===== config.mk =====
export PLATFORM = sky130hd
export DESIGN_NAME = hi_low_game_ctrl
export DESIGN_NICKNAME = d
export VERILOG_FILES = /design/src/rtl/hi_low_pkg.sv /design/src/rtl/btn_pulse.sv /design/src/rtl/hi_low_game_ctrl.sv
export SDC_FILE = /design/constraint.sdc
export NUM_CORES = 1
export LEC_CHECK = 0
export ABC_CLOCK_PERIOD_IN_PS = 1900
export BUFFER_PORTS_ARGS = -buffer_cell sky130_fd_sc_hd__buf_2
export CORE_ASPECT_RATIO = 1.25
export CORE_MARGIN = 2
export CORE_UTILIZATION = 40
export CTS_BUF_LIST = sky130_fd_sc_hd__clkbuf_16
export DETAILED_ROUTE_END_ITERATION = 12
export PLACE_DENSITY_LB_ADDON = 0.08
export SLEW_MARGIN = 20
export SYNTH_ARGS = -nofsm -noshare
export SYNTH_HDL_FRONTEND = slang
export SYNTH_HIERARCHICAL = 1
export SYNTH_SLANG_ARGS = --single-unit
export TNS_END_PERCENT = 20

===== constraint.sdc =====
create_clock -name clk -period 1.9 [get_ports clk]
set_input_delay 0.38 -clock clk [delete_from_list [all_inputs] [get_ports clk]]
set_output_delay 0.38 -clock clk [all_outputs]
set_load 0.01 [all_outputs]

===== src/rtl/hi_low_pkg.sv =====
// hi_low_pkg: state/result codes and target scramble shared by the Hi-Low game controller
package hi_low_pkg;
    typedef enum logic [2:0] {
        S_IDLE  = 3'd0,
        S_ARMED = 3'd1,
        S_PLAY  = 3'd2,
        S_WIN   = 3'd3,
        S_LOSE  = 3'd4
    } state_t;
    localparam logic [1:0] RES_NONE = 2'b00;
    localparam logic [1:0] RES_HIGH = 2'b01;
    localparam logic [1:0] RES_LOW  = 2'b10;
    localparam logic [1:0] RES_WIN  = 2'b11;
    // One LFSR step; a zero seed would lock the LFSR, so it is forced to 1.
    function automatic logic [7:0] scramble(input logic [7:0] seed);
        logic [7:0] s;
        s = (seed == 8'd0) ? 8'd1 : seed;
        return {s[6:0], s[7] ^ s[5] ^ s[4] ^ s[3]};
    endfunction
endpackage


===== src/rtl/btn_pulse.sv =====
// btn_pulse: synchronises an active-low button and emits one pulse per debounced press
module btn_pulse #(
    parameter int DB_CYCLES = 500000
) (
    input  logic clk,
    input  logic reset_n,
    input  logic button,
    output logic pulse
);
    localparam int CW = $clog2(DB_CYCLES + 1);
    logic s1, s2;
    logic [CW-1:0] cnt;
    // Counter saturates at DB_CYCLES so a held button never retriggers.
    always_ff @(posedge clk or negedge reset_n) begin
        if (!reset_n) begin
            s1    <= 1'b0;
            s2    <= 1'b0;
            cnt   <= '0;
            pulse <= 1'b0;
        end else begin
            s1    <= ~button;
            s2    <= s1;
            cnt   <= !s2 ? '0 : (cnt == CW'(DB_CYCLES)) ? cnt : cnt + 1'b1;
            pulse <= s2 && (cnt == CW'(DB_CYCLES - 1));
        end
    end
endmodule


===== src/rtl/hi_low_game_ctrl.sv =====
// hi_low_game_ctrl: Hi-Low game FSM with debounced buttons, scrambled target and guess counter
module hi_low_game_ctrl
    import hi_low_pkg::*;
#(
    parameter int WIDTH       = 8,
    parameter int MAX_GUESSES = 8,
    parameter int DB_CYCLES   = 500000
) (
    input  logic                   clk,
    input  logic                   reset_n,
    input  logic                   randBut,
    input  logic                   hiLowBut,
    input  logic                   playSwitch,
    input  logic [WIDTH-1:0]       seedSwitch,
    input  logic [WIDTH-1:0]       guessSwitch,
    output logic [WIDTH-1:0]       target,
    output logic                   showTarget,
    output logic [1:0]             result,
    output logic [3:0]             guessesLeft,
    output logic [MAX_GUESSES-1:0] greenLEDs,
    output logic [2:0]             state
);
    state_t st;
    logic rand_pulse, guess_pulse;
    logic [WIDTH-1:0] new_target;
    btn_pulse #(.DB_CYCLES(DB_CYCLES)) u_rand (
        .clk(clk), .reset_n(reset_n), .button(randBut), .pulse(rand_pulse)
    );
    btn_pulse #(.DB_CYCLES(DB_CYCLES)) u_guess (
        .clk(clk), .reset_n(reset_n), .button(hiLowBut), .pulse(guess_pulse)
    );
    assign new_target = WIDTH'(scramble(8'(seedSwitch)));
    assign state      = st;
    for (genvar i = 0; i < MAX_GUESSES; i++) begin : g_led
        assign greenLEDs[i] = 32'(guessesLeft) > i;
    end
    // Dropping playSwitch aborts from any active state ahead of any pulse.
    always_ff @(posedge clk or negedge reset_n) begin
        if (!reset_n) begin
            st          <= S_IDLE;
            target      <= '0;
            result      <= RES_NONE;
            guessesLeft <= '0;
            showTarget  <= 1'b0;
        end else if (st != S_IDLE && !playSwitch) begin
            st          <= S_IDLE;
            result      <= RES_NONE;
            guessesLeft <= '0;
            showTarget  <= 1'b0;
        end else begin
            case (st)
                S_IDLE: if (rand_pulse) begin
                    target <= new_target;
                    result <= RES_NONE;
                    st     <= S_ARMED;
                end
                S_ARMED: if (rand_pulse) begin
                    target <= new_target;
                end else begin
                    guessesLeft <= 4'(MAX_GUESSES);
                    st          <= S_PLAY;
                end
                S_PLAY: if (guess_pulse) begin
                    if (guessSwitch == target) begin
                        result     <= RES_WIN;
                        showTarget <= 1'b1;
                        st         <= S_WIN;
                    end else begin
                        result <= (guessSwitch > target) ? RES_HIGH : RES_LOW;
                        if (guessesLeft != 4'd0) guessesLeft <= guessesLeft - 4'd1;
                        if (guessesLeft <= 4'd1) begin
                            showTarget <= 1'b1;
                            st         <= S_LOSE;
                        end
                    end
                end
                S_WIN, S_LOSE: if (rand_pulse) begin
                    target      <= new_target;
                    result      <= RES_NONE;
                    guessesLeft <= '0;
                    showTarget  <= 1'b0;
                    st          <= S_ARMED;
                end
                default: st <= S_IDLE;
            endcase
        end
    end
endmodule


=== Yosys cells after proc, flatten, opt, wreduce, memory -nomap -nowiden ===
Cells that the tools add are included.

* Equal/unequal tests: 18
* Muxes and demuxes: 31
* Bitwise gates (word level): 6
* Reductions and logical operators: 19
* $add $sub $neg: 3
* Magnitude comparators: 10

{| class="wikitable"
|+ Operators with widths
! cell !! number
|-
| 19-bit equality test, second input constant || 4
|-
| 19-bit two-way mux || 4
|-
| 19-bit by 1-bit adder with 19-bit output, second input constant || 2
|-
| 4-bit two-way mux || 6
|-
| 3-bit two-way mux || 6
|-
| 4-bit by 3-bit > comparator with 1-bit output, second input constant || 4
|-
| 4-bit case mux with 3 select lines || 1
|-
| 2-bit two-way mux || 5
|-
| 3-bit inequality test, second input constant || 3
|-
| 3-bit case mux with 3 select lines || 1
|-
| 3-bit nonzero test || 3
|-
| 8-bit equality test || 1
|-
| 4-bit by 1-bit > comparator with 1-bit output, second input constant || 2
|-
| 4-bit by 2-bit > comparator with 1-bit output, second input constant || 2
|-
| 8-bit > comparator || 1
|-
| 8-bit zero test || 1
|-
| 8-bit two-way mux || 1
|-
| 4-bit AND reduction || 2
|-
| 4-bit nonzero test || 2
|-
| 3-bit by 2-bit equality test with 1-bit output, second input constant || 2
|-
| 3-bit by 2-bit inequality test with 1-bit output, second input constant || 2
|-
| 3-bit AND reduction || 2
|-
| 6-bit AND reduction || 1
|-
| 1-bit two-way mux || 5
|-
| 17 further kinds || 24
|}

* Output and inout bits: 26
* Word-level logic and storage cells: 100
* Input bits: 21
* Register bits after elaboration: 62

=== Logic depth before layout (Yosys ltp) ===
Gate-level depths: netlist of run 1.

* Depth after elaboration: 6
* Gate-level depth with buffers: 8

=== Hierarchy ===
The synthesis of run 1 kept the hierarchy.

{| class="wikitable"
|+ By module, submodules not included
! module !! area an instance (um2) !! sequential area each (um2) !! instances !! cells an instance
|-
| btn_pulse || 1136.1 || 550.5 || 2 || 111
|-
| hi_low_game_ctrl || 1321.3 || 450.4 || 1 || 150
|}

=== Least setup slack after synthesis of run 1 ===
OpenSTA, ideal clock, no wires.

* Path type: register to register
* Start: reg target[5]
* End: reg showTarget
* Buffers on the path: 0
* Path slack: 32 ps
* Data arrival time: 1743 ps
* Stages on the path, launching flop included: 8
* Required time: 1775 ps
* Path through: dfrtp_1 inv_1 ha_1 nand4_1 or2_2 nand2_1 a2bb2oi_1 mux2_2

* Word-level cells in the longest chain between the ends: 5
* Elaborated cells between the ends (all ways): 7

{| class="wikitable"
|+ Ends and longest elaborated chain
! item !! line !! text
|-
| from (decl) || hi_low_game_ctrl.sv:16 || <nowiki>output logic [WIDTH-1:0] target,</nowiki>
|-
| from (signal assigned) || hi_low_game_ctrl.sv:53 || <nowiki>target <= new_target;</nowiki>
|-
| from (signal assigned) || hi_low_game_ctrl.sv:58 || <nowiki>target <= new_target;</nowiki>
|-
| from (signal assigned) || hi_low_game_ctrl.sv:78 || <nowiki>target <= new_target;</nowiki>
|-
| 8-bit equality test (*) || hi_low_game_ctrl.sv:64 || <nowiki>if (guessSwitch == target) begin</nowiki>
|-
| 1-bit two-way mux || hi_low_game_ctrl.sv:64 ||
|-
| 1-bit two-way mux || hi_low_game_ctrl.sv:63 || <nowiki>S_PLAY: if (guess_pulse) begin</nowiki>
|-
| 1-bit case mux with 2 select lines || hi_low_game_ctrl.sv:51 || <nowiki>case (st)</nowiki>
|-
| 1-bit two-way mux || hi_low_game_ctrl.sv:45 || <nowiki>end else if (st != S_IDLE && !playSwitch) begin</nowiki>
|-
| to (signal assigned) || hi_low_game_ctrl.sv:44 || <nowiki>showTarget <= 1'b0;</nowiki>
|-
| to (signal assigned) || hi_low_game_ctrl.sv:49 || <nowiki>showTarget <= 1'b0;</nowiki>
|-
| to (signal assigned) || hi_low_game_ctrl.sv:66 || <nowiki>showTarget <= 1'b1;</nowiki>
|-
| to (decl) || hi_low_game_ctrl.sv:17 || <nowiki>output logic showTarget,</nowiki>
|}

Every way passes the cells marked *; elsewhere a longest branch is shown, timed or not. The select of a mux whose other input is x is not followed.
A chain may end at the register's enable or synchronous reset.

=== Worst setup path after layout of run 1 ===
* Start: reg guessesLeft[0]
* End: out greenLEDs[1]

* Word-level cells in the longest chain between the ends: 1

{| class="wikitable"
|+ Ends and longest elaborated chain
! item !! line !! text
|-
| from (decl) || hi_low_game_ctrl.sv:19 || <nowiki>output logic [3:0] guessesLeft,</nowiki>
|-
| from (signal assigned) || hi_low_game_ctrl.sv:60 || <nowiki>guessesLeft <= 4'(MAX_GUESSES);</nowiki>
|-
| from (signal assigned) || hi_low_game_ctrl.sv:70 || <nowiki>if (guessesLeft != 4'd0) guessesLeft <= guessesLeft - 4'd1;</nowiki>
|-
| 4-bit by 1-bit > comparator with 1-bit output || hi_low_game_ctrl.sv:35 || <nowiki>assign greenLEDs[i] = 32'(guessesLeft) > i;</nowiki>
|-
| to (decl) || hi_low_game_ctrl.sv:20 || <nowiki>output logic [MAX_GUESSES-1:0] greenLEDs,</nowiki>
|}

Every way passes these cells.

==> flow_summary_export.csv, run 1 <==
group,metric,value,unit
clock_tree,cts.htree.levels,3,
clock_tree,ctsLongestPathBuffers,2,
synth,yosys.area_share.xor_xnor,5.61,%
clock_tree,clk_latency,330,ps
sta,hold_violations,0,
synth,netlist_area,3590,µm²
floorplan,ios,47,
worst_setup_path,cp-start-kind,"flop",
floorplan,fp.dieH,110,µm
clock_tree,cts.clk_slew.worst_paths,50,ps
placed_design,io_buffer_count,46,
grt,grt_pass1_wl,13200,µm
floorplan,core_area,8700,µm²
route,ant_nets,0,
route,vias_per_cell,5.21,
synth,synthesis.nets,410,
synth,synthAdderAreaFrac,5.92,%
floorplan,rows,38,
worst_setup_path,crit_type,"reg2out",
pwr,leakage,2.04,nW
layout,n_antenna_cell,0,
synth,synth_enable_flop_cells,0,
synth,synth_compound_area_share,11.5,%
placed_design,dpl.cell_count,554,
synth,synth-seq-cells,62,
synth,post_synth_and_or_nand_nor_area_fraction,25.4,%
synth,muxShareOfSynthArea,3.90,%
sta,worst_pin_slew,461,ps
route,routed_wl,7970,µm
grt,grt_overflow,0,
placed_design,placed_cell_area,4120,µm²
route,drt_iter0_drc,112,
clock_tree,cts_root_buffer,"clkbuf_16",
route,wl_per_cell,14.0,µm
layout,fin_area,4440,µm²
synth,synth-async-reset-ratio,100,%
layout,utilization,51.0,%
status,status,"finished, final reports clean",
sta,fmax,545,MHz
sta,post-route-period-util,96.5,%
clock_tree,cts_tree,"built",
worst_setup_path,crit_path_end_kind,"output pin",
placed_design,dpl.hpwl,5710,µm
clock_tree,cts.sinks,62,
route,dr.pass1.iters,4,
floorplan,die_width,88.8,µm
synth,synth_top_family_by_area,"simple AND/OR/NAND/NOR gates",
route,drc,0,
synth,synthCells,372,
layout,fillers,809,
synth,synth_cell_types,52,
grt,grt_pass1_vias,2839,
grt,grtUsageTotal,17.5,%
sta,setup_viol,0,
grt,grt_max_degree,63,
sta,finalClockSkew,6.65,ps
floorplan,dieArea,9760,µm²
sta,rsz0062_at_grt,"yes",
clock_tree,cts_buffers,9,
layout,area_growth,23.6,%
pwr,pwr_density_cell,827,nW/µm²
pwr,ir_drop,0.456,mV
hold_path,hold_path.class,"in2async",
sta,final_max_slew_viol_count,0,
sta,slew_headroom,69.3,%
sta,period_needed,1830,ps
grt,antenna_found_initial,0,
synth,seq_area_frac_synth,43.2,%
run,max_cap_violations,0,
worst_setup_path,critPathRequiredTime,1520,ps
synth,yosysWarnings,6,
layout,drive_gt1_share,25.7,%
synth,avgSynthCellArea,9.66,µm²
placed_design,place_congestion,0.839,
route,via_count,2977,
floorplan,initial_core_util,41.3,%
worst_setup_path,cp_max_fo,6,
layout,nNetsFinal,484,
worst_setup_path,cp.arrival,1450,ps
synth,yosys_most_used_dff,"dfrtp_1",
layout,finalNonFillerCells,571,
-- where the power goes --
group          switching, mW  internal [mW]
registers             0.0385           1.37
logic                  0.379          0.310
clock network          0.583          0.993
total                   1.00           2.67
-- routing by layer --
layer	share of wire, %	routed length, µm	GRT usage (%)	vias to the layer above
met5	0	0	0	-
met4	1.8	143	7.14	0
met3	4.6	370	3.43	11
met2	49	3930	29.5	68
met1	44	3530	21.9	1412
li1	-	-	-	1486
-- metrics by stage --
| step | total power [mW] | TNS [ps] | setup slack, ps | hold WS [ps] |
|---|---|---|---|---|
| after floorplan | 1.80 | 0 | 32.1 | 84.4 |
| after global placement | 2.09 | -77.7 | -77.7 | 336 |
| after detailed placement | 2.10 | -148 | -148 | 335 |
| after CTS | 3.70 | -19.1 | -19.1 | 67.4 |
| after global routing | 3.85 | -20.2 | -20.0 | 91.2 |
| final | 3.67 | 0 | 66.5 | 47.2 |
-- cells in the final DEF (no fill, tap or decap), types with 3 or more instances in the layout --
master and n:
dfrtp_1 62, inv_1 25, buf_4 27, nand3_1 15, o21ai_0 12, nor3b_1 3
a221oi_1 3, nor4bb_1 4, and4_1 4, nor3_1 10, a31oi_1 3, or3_1 3
mux2_2 8, xor2_1 16, nand3b_1 3, nor4_1 5, nand4_1 12, ha_1 16
nor2_1 28, clkinv_2 3, or4_1 10, and3_1 7, nand2_1 25, clkbuf_16 9
xnor2_1 7, nand2b_1 5, and2_1 6, o31ai_1 10, a21oi_1 17, mux2i_1 5
buf_2 46
-- flip-flops by register name (all words and copies together) (netlist names) --
signal         cells
showTarget         1
u_guess/cnt       19
u_rand/cnt        19
target             8
u_rand/pulse       1
u_rand/s1          1
u_guess/s2         1
u_guess/pulse      1
guessesLeft        4
state              3
u_guess/s1         1
u_rand/s2          1
result             2
-- path summary, 6_finish.rpt --
check / from / endpoint / slack [ps] / cells after the start
worst min register to register: u_rand/s1$_DFF_PN0_ / u_rand/s2$_DFF_PN0_ / 350 / 0
max in group asynchronous: reset_n / u_guess/cnt[4]$_DFFE_PN0P_ / 1570 / 2
worst min-delay path: reset_n / guessesLeft[1]$_DFFE_PN0P_ / 50 / 2
worst max-delay path: guessesLeft[0]$_DFFE_PN0P_ / greenLEDs[1] / 70 / 6
min in group clk: hiLowBut / u_guess/s1$_DFF_PN0_ / 180 / 2
worst max register to register: target[3]$_DFFE_PN0P_ / showTarget$_DFFE_PN0P_ / 100 / 7
-- synth_stat cells (4+ instances only) --
library cell | n | share of area (%)
and3_1 | 7 | 1.2
a21oi_1 | 18 | 2.5
xnor2_1 | 7 | 1.7
mux2_2 | 8 | 2.5
nand4_1 | 12 | 2.1
and4_1 | 4 | 0.97
nor3_1 | 10 | 1.4
xor2_1 | 16 | 3.9
nand2_1 | 26 | 2.7
nand2b_1 | 5 | 0.87
buf_2 | 4 | 0.56
nand3_1 | 15 | 2.1
clkbuf_1 | 4 | 0.42
o31ai_1 | 10 | 2.1
nor3b_1 | 4 | 0.84
ha_1 | 17 | 5.9
nor4bb_1 | 4 | 1.1
mux2i_1 | 5 | 1.4
o21ai_0 | 12 | 1.7
and2_1 | 6 | 1.0
inv_1 | 24 | 2.5
nor2_1 | 30 | 3.1
nor4_1 | 5 | 0.87
dfrtp_1 | 62 | 43
or4_1 | 10 | 2.1
-- final cells by class --
class	instances	area [µm²]	area share (%)
repair buffers	74	453	10.2
clock inverters	7	56.3	1.27
flip-flops and latches	62	1550	34.9
well taps	120	150	3.38
clock buffers	9	225	5.07
inverters	26	97.6	2.20
multi-input cells	273	1910	42.9
-- critical path, cell delays in order, from the launching register on --
cell	delay (ps)
dfrtp_1	370
buf_4	160
ha_1	200
nor2_2	130
nor2_2	60
inv_1	80
buf_2	130
-- cell families (layout without fill, tap and decap cells) --
kind of cell             after synthesis  count (layout)
XOR/XNOR                              23              23
AND/OR/NAND/NOR                      156             156
flip-flops                            62              62
AO/OA/AOI/OAI                         64              64
multiplexers                          13              13
buffers and inverters                 37             116
adder cells (fa/ha/maj)               17              17
-- repair_timing --
item,4_1_cts,5_1_grt
gates resized for setup,4,4
cloned,0,0
buffers inserted,0,1
pin swaps,0,1
endpoints found under the setup margin,2,6
hold buffers,0,0
Power figures use the tool's default switching activity.
==> run 2: changes to the inputs <==
--- a/config.mk
+++ b/config.mk
@@ -8,14 +8,14 @@
 export ABC_CLOCK_PERIOD_IN_PS = 1900
 export BUFFER_PORTS_ARGS = -buffer_cell sky130_fd_sc_hd__buf_2
 export CORE_ASPECT_RATIO = 1.25
-export CORE_MARGIN = 2
+export CORE_MARGIN = 5
 export CORE_UTILIZATION = 40
 export CTS_BUF_LIST = sky130_fd_sc_hd__clkbuf_16
 export DETAILED_ROUTE_END_ITERATION = 12
+export MAX_ROUTING_LAYER = met4
 export PLACE_DENSITY_LB_ADDON = 0.08
 export SLEW_MARGIN = 20
 export SYNTH_ARGS = -nofsm -noshare
 export SYNTH_HDL_FRONTEND = slang
-export SYNTH_HIERARCHICAL = 1
 export SYNTH_SLANG_ARGS = --single-unit
 export TNS_END_PERCENT = 20
==> run 2 against run 1 <==
Routed wire length shrank 7.6%. Via count decreased by 5.7%. Non-clock buffer count shrank 2. Cell count shrank 2.3%. Die area rose by 9.2%. Clock skew up 1.3 ps. Largest cell class unchanged. Largest power group is now sequential cells. Highest routed layer unchanged.
==> flow_summary_export.csv, run 2 <==
group,metric,value,unit
route,vias_per_cell,5.03,
clock_tree,cts.htree.levels,3,
synth,synthCells,363,
synth,yosys_most_used_dff,"dfrtp_1",
layout,area_growth,23.6,%
floorplan,dieArea,10700,µm²
layout,fin_area,4290,µm²
sta,post-route-period-util,96.5,%
synth,muxShareOfSynthArea,3.78,%
grt,grtUsageTotal,15.6,%
worst_setup_path,cp-start-kind,"flop",
floorplan,die_width,93.3,µm
route,dr.pass1.iters,4,
layout,nNetsFinal,471,
sta,fin_ws,65.9,ps
synth,seq_area_frac_synth,44.7,%
clock_tree,cts.clk_slew.worst_paths,50,ps
layout,finalNonFillerCells,558,
floorplan,ios,47,
synth,yosysWarnings,0,
synth,synth-async-reset-ratio,100,%
synth,synth_cell_types,49,
synth,synth_top_cell_by_area,"dfrtp_1",
sta,final_max_slew_viol_count,0,
layout,drive_gt1_share,23.7,%
hold_path,hold_path.class,"in2async",
pwr,leakage,2.00,nW
placed_design,post-place-ws,10.9,ps
route,routed_wl,7370,µm
sta,hold_violations,0,
layout,final_cell_mix,"59 x dfrtp_1, 46 x buf_2, 33 x nor2_1",
placed_design,placed_cell_area,4010,µm²
clock_tree,cts_root_buffer,"clkbuf_16",
synth,synth_top_area_share,44.7,%
clock_tree,ctsLongestPathBuffers,2,
route,drc,0,
run,max_cap_violations,0,
grt,grt_max_degree,31,
floorplan,rows,38,
synth,netlist_area,3470,µm²
worst_setup_path,critPathRequiredTime,2160,ps
clock_tree,cts.sinks,62,
synth,synth-seq-cells,62,
synth,synthAdderAreaFrac,5.40,%
synth,synth_most_common_cell,"dfrtp_1",
worst_setup_path,slowest_delay,500,ps
layout,reg_top3,"u_guess.cnt x19, u_rand.cnt x19, target x8",
grt,grt_overflow,0,
synth,synthesis.nets,399,
synth,synth_top_family_by_area,"simple AND/OR/NAND/NOR gates",
layout,fillers,818,
placed_design,place_congestion,0.844,
synth,synth_enable_flop_cells,0,
sta,period_needed,1830,ps
sta,fmax,545,MHz
synth,avgSynthCellArea,9.57,µm²
synth,synth_commonest_cells,"62 x dfrtp_1, 34 x nor2_1, 22 x inv_1",
worst_setup_path,cp_max_fo,5,
pwr,pwr_density_cell,928,nW/µm²
status,status,"finished, final reports clean",
grt,antenna_found_initial,0,
worst_setup_path,crit_path_cell_trace,"buf_4, or4_1, a21oi_1, o21ai_0, a221oi_1, mux2_2",
pwr,ir_drop,0.510,mV
layout,final_common_cell,"dfrtp_1",
sta,worst_pin_slew,520,ps
route,drt_iter0_drc,129,
worst_setup_path,worst_path_dominant_cell_family,"simple AND/OR/NAND/NOR gates",
route,via_count,2808,
grt,grt_pass1_vias,2837,
clock_tree,cts_buffers,9,
placed_design,dpl.cell_count,541,
synth,post_synth_and_or_nand_nor_area_fraction,23.6,%
worst_setup_path,crit_slowest_cell,"or4_1",
sta,finalClockSkew,7.99,ps
route,wl_per_cell,13.2,µm
worst_setup_path,cp.arrival,2090,ps
placed_design,io_buffer_count,46,
floorplan,core_area,8610,µm²
layout,n_antenna_cell,0,
synth,synth_top_cells_by_area,"dfrtp_1 45%, ha_1 5.4%, xnor2_1 4.8%",
floorplan,initial_core_util,40.4,%
worst_setup_path,crit_type,"reg2reg",
floorplan,fp.dieH,114,µm
sta,slew_headroom,65.3,%
clock_tree,cts_tree,"built",
placed_design,dpl.hpwl,5370,µm
synth,synth_compound_area_share,10.5,%
clock_tree,clk_latency,330,ps
sta,rsz0062_at_grt,"yes",
sta,whs,12.5,ps
sta,setup_viol,0,
worst_setup_path,crit_path_end_kind,"flop",
worst_setup_path,critPathBufInv,1,
synth,yosys.area_share.xor_xnor,8.32,%
grt,grt_pass1_wl,12900,µm
route,ant_nets,0,
-- run 2: final cells by class --
| cell class | count | area [µm²] | share of cell area, % |
|---|---|---|---|
| clock inverters | 5 | 20.0 | 0.466 |
| well taps | 120 | 150 | 3.50 |
| clock buffers | 9 | 225 | 5.25 |
| repair buffers | 72 | 450 | 10.5 |
| flip-flops and latches | 62 | 1560 | 36.2 |
| inverters | 23 | 86.3 | 2.01 |
| multi-input cells | 267 | 1800 | 42.0 |
-- run 2: per-layer routing --
metal	global-route usage [%]	wire length, µm
met5	-	0
met4	5.87	105
met3	4.08	334
met1	17.7	3240
met2	26.2	3690
-- run 2: path summary, 6_finish.rpt --
| path | startpoint | endpoint | slack (ps) | cells after the start |
|---|---|---|---|---|
| worst max register to register | guessesLeft[0]$_DFFE_PN0P_ | guessesLeft[3]$_DFFE_PN0P_ | 70 | 6 |
| min in group clk | randBut | u_rand.s1$_DFF_PN0_ | 190 | 2 |
| worst max-delay path | guessesLeft[0]$_DFFE_PN0P_ | guessesLeft[3]$_DFFE_PN0P_ | 70 | 6 |
| worst min register to register | u_guess.s1$_DFF_PN0_ | u_guess.s2$_DFF_PN0_ | 350 | 0 |
| max in group asynchronous | reset_n | state[0]$_DFFE_PN0P_ | 1340 | 2 |
| worst min-delay path | reset_n | target[1]$_DFFE_PN0P_ | 10 | 1 |
-- run 2: cells by family after synthesis --
group	count (synthesis)
compound gates	57
flops	62
mux	12
buf+inv	34
simple gates	150
xor+xnor	33
fa+ha+maj	15
-- run 2: worst reg2reg max path: cells and delay by family (launching register included) --
kind	cells	cell delay, ps
compound gates	3	500
buf+inv	1	160
flops	1	430
mux	1	190
simple gates	1	500
-- run 2: per-stage QoR --
| stage | total power, mW | utilization [%] | TNS [ps] |
|---|---|---|---|
| 6_report | 3.98 | 49.9 | 0 |
| 5_1_grt | 4.24 | 49.9 | -74.4 |
| 4_1_cts | 4.05 | 49.7 | 0 |
| 3_5_place_dp | 2.60 | 46.6 | 0 |
| 3_3_place_gp | 2.59 | 46.6 | 0 |
| 2_1_floorplan | 2.16 | - | 0 |
-- run 2: repair_timing --
action,4_1_cts,5_1_grt
buffers inserted,3,0
hold buffers,0,0
setup endpoints to repair,2,5
resized for setup,3,5
-- run 2: power breakdown --
group          leakage, nW  total, mW  switching [mW]  internal (mW)
sequential           0.835       1.48          0.0685           1.41
clock                0.125       1.36           0.519          0.842
combinational         1.04       1.14           0.622          0.518
==> run 3: changes to the inputs <==
--- a/config.mk
+++ b/config.mk
@@ -13,7 +13,7 @@
 export CTS_BUF_LIST = sky130_fd_sc_hd__clkbuf_16
 export DETAILED_ROUTE_END_ITERATION = 12
 export MAX_ROUTING_LAYER = met4
-export PLACE_DENSITY_LB_ADDON = 0.08
+export PLACE_DENSITY_LB_ADDON = 0.25
 export SLEW_MARGIN = 20
 export SYNTH_ARGS = -nofsm -noshare
 export SYNTH_HDL_FRONTEND = slang
==> run 3 against run 2 <==
Clock-buffer cell count unchanged. Critical path depth unchanged. Sequential power hardly changed. Total power about the same. Cell area is 0.29% lower. Die area did not move.
==> flow_summary_export.csv, run 3 (synthesized netlist as in run 2, its figures left out) <==
group,metric,value,unit
worst_setup_path,slowest_delay,500,ps
floorplan,initial_core_util,40.4,%
clock_tree,cts_tree,"built",
route,routed_wl,7010,µm
grt,grtUsageTotal,14.6,%
worst_setup_path,cp-start-kind,"flop",
floorplan,fp.dieH,114,µm
layout,area_growth,23.2,%
worst_setup_path,r2r-end,"guessesLeft[3]$_DFFE_PN0P_",
clock_tree,cts_buffers,9,
worst_setup_path,rrSetupSlack,90,ps
floorplan,core_area,8610,µm²
sta,hold_violations,0,
sta,setup_viol,0,
route,drc,0,
worst_setup_path,crit_path_end_kind,"flop",
status,status,"finished, final reports clean",
sta,fin_tns_setup,0,ps
sta,rsz0062_at_grt,"no",
sta,fin_ws,94.1,ps
layout,reg_top3,"u_guess.cnt x19, u_rand.cnt x19, target x8",
route,ant_nets,0,
placed_design,place_congestion,0.827,
worst_setup_path,worst_path_dominant_cell_family,"simple AND/OR/NAND/NOR gates",
sta,worst_pin_slew,575,ps
sta,final_max_slew_viol_count,0,
worst_setup_path,crit_slowest_cell,"or4_1",
worst_setup_path,critPathBufInv,1,
worst_setup_path,r2r_cells,6,
pwr,finalPower,3.98,mW
pwr,pwr_density_cell,931,nW/µm²
floorplan,ios,47,
grt,grt_max_degree,26,
layout,finalNonFillerCells,558,
pwr,leakage,1.98,nW
worst_setup_path,cp.arrival,2070,ps
worst_setup_path,cp_max_fo,4,
layout,fin_area,4280,µm²
floorplan,rows,38,
clock_tree,cts.sinks,62,
run,max_cap_violations,0,
pwr,ir_drop,0.468,mV
worst_setup_path,crit_path_cell_trace,"buf_4, or4_1, a21oi_1, o21ai_0, a221oi_1, mux2_2",
sta,finalClockSkew,4.24,ps
placed_design,post-place-ws,40.9,ps
placed_design,placed_cell_area,3980,µm²
hold_path,hold_path.class,"in2async",
clock_tree,ctsLongestPathBuffers,2,
layout,n_antenna_cell,0,
layout,drive_gt1_share,23.5,%
worst_setup_path,critPathRequiredTime,2160,ps
clock_tree,cts.clk_slew.worst_paths,50,ps
layout,nNetsFinal,469,
sta,post-route-period-util,95.0,%
grt,grt_pass1_vias,2724,
clock_tree,cts.htree.levels,3,
layout,final_cell_mix,"60 x dfrtp_1, 46 x buf_2, 32 x nor2_1",
route,wl_per_cell,12.6,µm
route,dr.pass1.iters,4,
placed_design,dpl.hpwl,5190,µm
route,via_count,2786,
layout,final_common_cell,"dfrtp_1",
sta,fmax,554,MHz
grt,grt_pass1_wl,12200,µm
sta,slew_headroom,61.7,%
clock_tree,cts_root_buffer,"clkbuf_16",
grt,antenna_found_initial,0,
sta,period_needed,1810,ps
clock_tree,clk_latency,330,ps
placed_design,dpl.cell_count,539,
floorplan,dieArea,10700,µm²
grt,grt_overflow,0,
floorplan,die_width,93.3,µm
placed_design,io_buffer_count,46,
route,drt_iter0_drc,83,
worst_setup_path,reg2reg_from,"guessesLeft[0]$_DFFE_PN0P_",
worst_setup_path,crit_type,"reg2reg",
route,vias_per_cell,4.99,
run 3: layout make-up:
class                           count  area, µm²
Multi-Input combinational cell    267       1810
Clock buffer                        9        225
Inverter                           23       86.3
Clock inverter                      7       31.3
Timing Repair Buffer               70        423
Tap cell                          120        150
Sequential cell                    62       1550
Fill cell                         826       4330
run 3: worst register-to-register path, cell delays in order, from the launching register on:
cell and delay (ps):
dfrtp_2 420, buf_4 160, or4_1 500, a21oi_1 140, o21ai_0 90, a221oi_1 250
mux2_2 190
run 3: what timing repair did:
item	4_1_cts	5_1_grt
hold endpoints to repair	0	0
hold buffers	0	0
pin swaps	0	1
endpoints found under the setup margin	2	9
gates resized for setup	2	6
cloned	0	0
setup buffers	3	0
run 3: per-layer routing:
layer,up-vias,track usage [%],wire length [µm]
li1,1396,-,-
met1,1323,17.3,3090
met2,51,23.5,3450
met3,16,2.89,287
met4,0,7.33,180
met5,-,-,0
run 3: how the worst max path moves through the flow:
stage,start,endpoint,depth (start not counted)
2_1_floorplan,state[2]$_DFFE_PN0P_,guessesLeft[0]$_DFFE_PN0P_,5
3_5_place_dp,guessSwitch[6],guessesLeft[0]$_DFFE_PN0P_,6
6_report,guessesLeft[0]$_DFFE_PN0P_,guessesLeft[3]$_DFFE_PN0P_,6
4_1_cts,guessesLeft[2]$_DFFE_PN0P_,greenLEDs[1],5
3_3_place_gp,guessSwitch[6],guessesLeft[1]$_DFFE_PN0P_,6
5_1_grt,guessesLeft[0]$_DFFE_PN0P_,greenLEDs[1],5
run 3: power by group:
| group | internal [mW] | leakage, nW | switching, mW |
|---|---|---|---|
| combinational | 0.492 | 1.02 | 0.602 |
| sequential | 1.41 | 0.837 | 0.0730 |
| clock | 0.855 | 0.123 | 0.551 |
| total | 2.76 | 1.98 | 1.23 |
run 3: metrics by stage:
step,hold slack (ps),util [%]
floorplan,84.4,-
global placement,332,46.2
detailed placement,335,46.2
CTS,69.2,49.5
global route,99.1,49.7
finish,50.1,49.7
